$ cat src/rtl/hazard_pkg.sv
// Shared types and helpers for the pipeline hazard/forwarding unit.
package hazard_pkg;

    typedef struct packed {
        logic       valid;
        logic       wr;
        logic       ld;
        logic [4:0] rd;
    } hazard_entry_t;

    localparam logic [4:0] REG_ZERO = 5'd0;

    // Forward-select encoding: 0 = register file, s+1 = stage s.
    function automatic int fwd_sel_width(input int depth);
        return (depth < 1) ? 1 : $clog2(depth + 1);
    endfunction

endpackage

$ cat src/rtl/hazard_src_match.sv
// Priority match of one decode source register against the in-flight writer chain.
module hazard_src_match
    import hazard_pkg::*;
#(
    parameter int DEPTH    = 3,
    parameter int LOAD_LAT = 1,
    parameter int IDX_W    = 2
) (
    input  hazard_entry_t [DEPTH-1:0] entries,
    input  logic [4:0]                rs,
    input  logic                      used,
    output logic                      hit,
    output logic [IDX_W-1:0]          stageIdx,
    output logic                      ready
);

    // Scan oldest to youngest so the youngest (lowest index) match is the one that sticks.
    always_comb begin
        hit      = 1'b0;
        stageIdx = '0;
        ready    = 1'b0;
        if (used && rs != REG_ZERO) begin
            for (int s = DEPTH - 1; s >= 0; s--) begin
                if (entries[s].valid && entries[s].wr && entries[s].rd != REG_ZERO &&
                    entries[s].rd == rs) begin
                    hit      = 1'b1;
                    stageIdx = IDX_W'(s);
                    ready    = !entries[s].ld || (s >= LOAD_LAT);
                end
            end
        end
    end

endmodule

$ cat src/rtl/pipe_hazard_unit.sv
// Load-use hazard detection and N-stage operand forwarding beside decode.
// Optional PIPE_HAZARD_PERF_EN adds saturating stall/forward cycle counters.
module pipe_hazard_unit
    import hazard_pkg::*;
#(
    parameter int NUM_SRC  = 2,
    parameter int DEPTH    = 3,
    parameter int XLEN     = 32,
    parameter int LOAD_LAT = 1
) (
    input  logic                                         clk_i,
    input  logic                                         rst_ni,
    input  logic                                         id_valid_i,
    input  logic [NUM_SRC-1:0][4:0]                      id_rs_i,
    input  logic [NUM_SRC-1:0]                           id_rs_used_i,
    input  logic [4:0]                                   id_rd_i,
    input  logic                                         id_wr_en_i,
    input  logic                                         id_is_load_i,
    input  logic                                         flush_i,
    input  logic [NUM_SRC-1:0][XLEN-1:0]                 rf_data_i,
    input  logic [DEPTH-1:0][XLEN-1:0]                   stage_data_i,
    output logic [NUM_SRC-1:0][XLEN-1:0]                 op_data_o,
    output logic [NUM_SRC-1:0][fwd_sel_width(DEPTH)-1:0] fwd_sel_o,
    output logic                                         stall_o
`ifdef PIPE_HAZARD_PERF_EN
    ,
    output logic [31:0]                                  stall_cnt_o,
    output logic [31:0]                                  fwd_cnt_o
`endif
);

    localparam int SelW = fwd_sel_width(DEPTH);
    localparam int IdxW = (DEPTH > 1) ? $clog2(DEPTH) : 1;

    hazard_entry_t [DEPTH-1:0]       chain;
    hazard_entry_t                   entryNext;
    logic [NUM_SRC-1:0]              hit;
    logic [NUM_SRC-1:0]              ready;
    logic [NUM_SRC-1:0][IdxW-1:0]    hitIdx;

    for (genvar i = 0; i < NUM_SRC; i++) begin : gSrc
        hazard_src_match #(
            .DEPTH    (DEPTH),
            .LOAD_LAT (LOAD_LAT),
            .IDX_W    (IdxW)
        ) uMatch (
            .entries  (chain),
            .rs       (id_rs_i[i]),
            .used     (id_rs_used_i[i]),
            .hit      (hit[i]),
            .stageIdx (hitIdx[i]),
            .ready    (ready[i])
        );
    end

    // A not-ready hit falls back to the register file; the stall makes the value irrelevant.
    always_comb begin
        for (int i = 0; i < NUM_SRC; i++) begin
            fwd_sel_o[i] = '0;
            op_data_o[i] = rf_data_i[i];
            if (hit[i] && ready[i]) begin
                fwd_sel_o[i] = SelW'(hitIdx[i]) + SelW'(1);
                op_data_o[i] = stage_data_i[hitIdx[i]];
            end
        end
    end

    assign stall_o = id_valid_i && !flush_i && |(hit & ~ready);

    always_comb begin
        entryNext = '0;
        if (id_valid_i && !stall_o && !flush_i) begin
            entryNext.valid = 1'b1;
            entryNext.wr    = id_wr_en_i;
            entryNext.ld    = id_is_load_i;
            entryNext.rd    = id_rd_i;
        end
    end

    always_ff @(posedge clk_i or negedge rst_ni) begin
        if (!rst_ni) begin
            chain <= '0;
        end else begin
            chain[0] <= entryNext;
            for (int s = 1; s < DEPTH; s++) begin
                chain[s] <= chain[s-1];
            end
        end
    end

`ifdef PIPE_HAZARD_PERF_EN
    always_ff @(posedge clk_i or negedge rst_ni) begin
        if (!rst_ni) begin
            stall_cnt_o <= '0;
            fwd_cnt_o   <= '0;
        end else begin
            if (stall_o && stall_cnt_o != '1) begin
                stall_cnt_o <= stall_cnt_o + 32'd1;
            end
            if (|fwd_sel_o && fwd_cnt_o != '1) begin
                fwd_cnt_o <= fwd_cnt_o + 32'd1;
            end
        end
    end
`endif

endmodule

$ cat config.mk
export PLATFORM = sky130hd
export DESIGN_NAME = pipe_hazard_unit
export DESIGN_NICKNAME = d
export VERILOG_FILES = /design/src/rtl/hazard_pkg.sv /design/src/rtl/hazard_src_match.sv /design/src/rtl/pipe_hazard_unit.sv
export SDC_FILE = /design/constraint.sdc
export NUM_CORES = 1
export LEC_CHECK = 0
export CAP_MARGIN = 20
export CORE_UTILIZATION = 40
export DETAILED_ROUTE_END_ITERATION = 8
export GPL_TIMING_DRIVEN = 0
export PLACE_DENSITY = 0.89
export SYNTH_ARGS = -nofsm -noshare
export SYNTH_HDL_FRONTEND = slang
export SYNTH_SLANG_ARGS = --single-unit
$ cat constraint.sdc
create_clock -name clk_i -period 5.1 [get_ports clk_i]
set_input_delay 1.02 -clock clk_i [delete_from_list [all_inputs] [get_ports clk_i]]
set_output_delay 1.02 -clock clk_i [all_outputs]
set_load 0.03 [all_outputs]
==> metrics.txt <==
Ports 252; syn_area_per_cell 6.710 um^2; top_reg_cell synth dfrtp_1; number of global-route vias before repair 5881; Skew-Pair Late Insertion Delay 260 ps; placed instance area 6311 um^2; placed wire-length estimate 13.87 mm; design area 6407 um^2; Largest regs chain (22); Final Skew 1.519 ps; routability congestion estimate 0.9761; H-tree depth 1; # setup viols final 0; syn nets 732; fillers 771; EDFF count, synth 0; Worst Path Max Fanout 10; initial core utilization 41.83%; period utilization 98.73%; die height 97.96 um; initial DRC count 522; diode count 0; post-synth cell types 34; Synth top cells by count 69 x nand2_1, 68 x nand3_1, 64 x nor2_1; worst-case reg-to-reg path depth 7; WP data required 4080 ps; antenna-violating nets left 0; Async S/R FF share, synth 100.0%; Max-Cap Viols 0; Crit path max-delay family buffers and inverters; Tot GR Track Use 37.35%; Largest register FFs 22; post-synthesis instance total 549; core area 8806 um^2; fin. max-slew vios 0; fmax 198.6 MHz; CTS Root Buffer Type clkbuf_8; Hold Path Stages 0; final period demand of the worst path 5035 ps; Post-Syn Area 3684 um^2; Clk pin slew, worst setup/hold paths 70 ps; Via-to-Cell Ratio 6.346; CP max-delay cell or4_1; Yosys top cell area share 14.95%; vias 5807; Post-Place Worst Slack -643.8 ps; CP cell instances clkdlybuf4s50_1 -> or4_1 -> o21ai_4 -> clkbuf_1 -> nand2_1 -> a21o_1 -> a31oi_1 -> clkdlybuf4s15_2; CTS tree built; cell with the most instances after synthesis nand2_1; router iterations before antenna repair 7; register area share after synthesis 14.95%; Overflow after GRT 0; # DRC 19; largest register by flop count chain; Hold Path Class reg2reg; Die ar. 9596 um^2; Power per Cell Area 117.6 nW/um^2; layout cells sized above 1 7.683%; Critical Path Max Stage Delay 660 ps; routed wire length 18.51 mm; failing checks DRC; Worst Setup End Kind output pin; WL per Instance 20.23 um; WP data arrival 4020 ps; largest net degree at the start of global routing 23; Area growth, synth to finish 73.95%; Max-slew headroom 38.54%; port bufs 249; num rows 34; Hold Fails Final Rpt 0; Slew @ Worst Pin 919.0 ps; Die X 97.96 um; Clock Path Buffers 2; cells taking the most area after synthesis dfrtp_1 15%, a21o_1 12%, a22oi_1 12%; first-pass GRT wire length 29.11 mm; CP Class in2out; CTS sink cnt 22; Levels on crit path 8; initial antenna violation count 0; fin util 72.76%; crit start category input port; worst hold slack 384.0 ps; leading area contributor after synthesis dfrtp_1; #FFs+latches synth 22; status finished with violations; Leak 2.572 nW; Synth Warn # 0; WP buf/inv 3; CTS buffer count 3; nets 991; post-layout worst setup margin 64.99 ps; Max IR drop VDD 0.0002565 V
worst reg2reg max path, stage by stage, from the launching register on:
cell and delay (ps):
dfrtp_1 440, or4_1 560, o211ai_2 260, nor2_1 60, o21ai_0 110, and3b_1 200, clkbuf_1 230, and2_1 200
cell families after synthesis:
family,share of synthesized area (%)
DFF,14.95
AOI/OAI and AO/OA,41.24
xor gates and xnor gates,7.133
buffers and inverters,7.677
and+or+nand+nor,29.01
through the flow:
stage / power [W] / TNS (ps) / instances
after floorplan: 0.0003622 / 0 / 549
after global placement: 0.0005977 / -19080 / 906
after detailed placement: 0.0006047 / -21600 / 906
after CTS: 0.0007496 / -37.20 / 915
after global routing: 0.0007870 / -264.0 / 915
final: 0.0007536 / 0 / 915
cell usage in the layout (no fill, tap or decap), types with 2 or more instances in the layout:
master,instances
dlygate4sd2_1,43
o21ai_0,2
nor2_1,64
nor4_1,4
clkbuf_1,20
buf_6,3
clkbuf_8,3
nand2_1,69
a311oi_4,2
dlymetal6s2s_1,3
buf_12,2
o21ai_1,2
a31oi_1,61
o211ai_1,4
clkdlybuf4s50_1,184
buf_2,24
dfrtp_1,22
xor2_1,3
or3_1,4
o21a_1,7
xnor2_1,27
buf_4,9
and2_1,7
nand3_1,68
o2111ai_1,2
a21o_1,61
a21oi_1,2
o21ai_4,2
clkdlybuf4s15_1,11
a22oi_1,61
nor3_1,3
or4_1,6
nor4_2,2
clkbuf_2,8
routing by layer:
layer | up-vias | track usage (%) | share of wire [%]
li1 | 2574 | - | -
met4 | 0 | 16.55 | 4.0
met2 | 473 | 66.68 | 48
met1 | 2684 | 42.69 | 36
met3 | 76 | 7.874 | 12
met5 | - | 0 | 0
report_power, final:
part	leakage (nW)	total [W]	internal (W)	switching (W)
Sequential	0.294	0.000189	0.000181	0.00000766
Clock	0.0357	0.000157	0.000105	0.0000524
Combinational	2.24	0.000408	0.000211	0.000197
final cells by class:
cell class,instances,area (um^2),area share [%]
multi-input combinational,470,2882,44.97
timing repair buffer,255,2482,38.74
sequential,22,550.5,8.592
buffer,55,282.8,4.413
tap,108,135.1,2.109
clock buffer,3,41.29,0.6444
clock inverter,1,30.03,0.4687
inverter,1,3.754,0.05858
path summary, 6_finish.rpt:
path | endpoint | from | slack [ps]
max in group asynchronous | chain[20] | rst_ni | 3260
worst max register to register | chain[3] | chain[0] | 2970
min in group asynchronous | chain[12] | rst_ni | 1280
worst min register to register | chain[23] | chain[15] | 380
worst min-delay path | chain[23] | chain[15] | 380
worst max-delay path | op_data_o[0] | id_rs_i[0] | 60
timing repair:
item | 4_1_cts | 5_1_grt
buffers inserted | 6 | 0
pin swaps | 3 | 0
endpoints found under the hold margin | 0 | 0
resized for setup | 75 | 38
hold buffers | 0 | 0
setup endpoints to repair | 66 | 32
(Power assumes the default switching activity.)
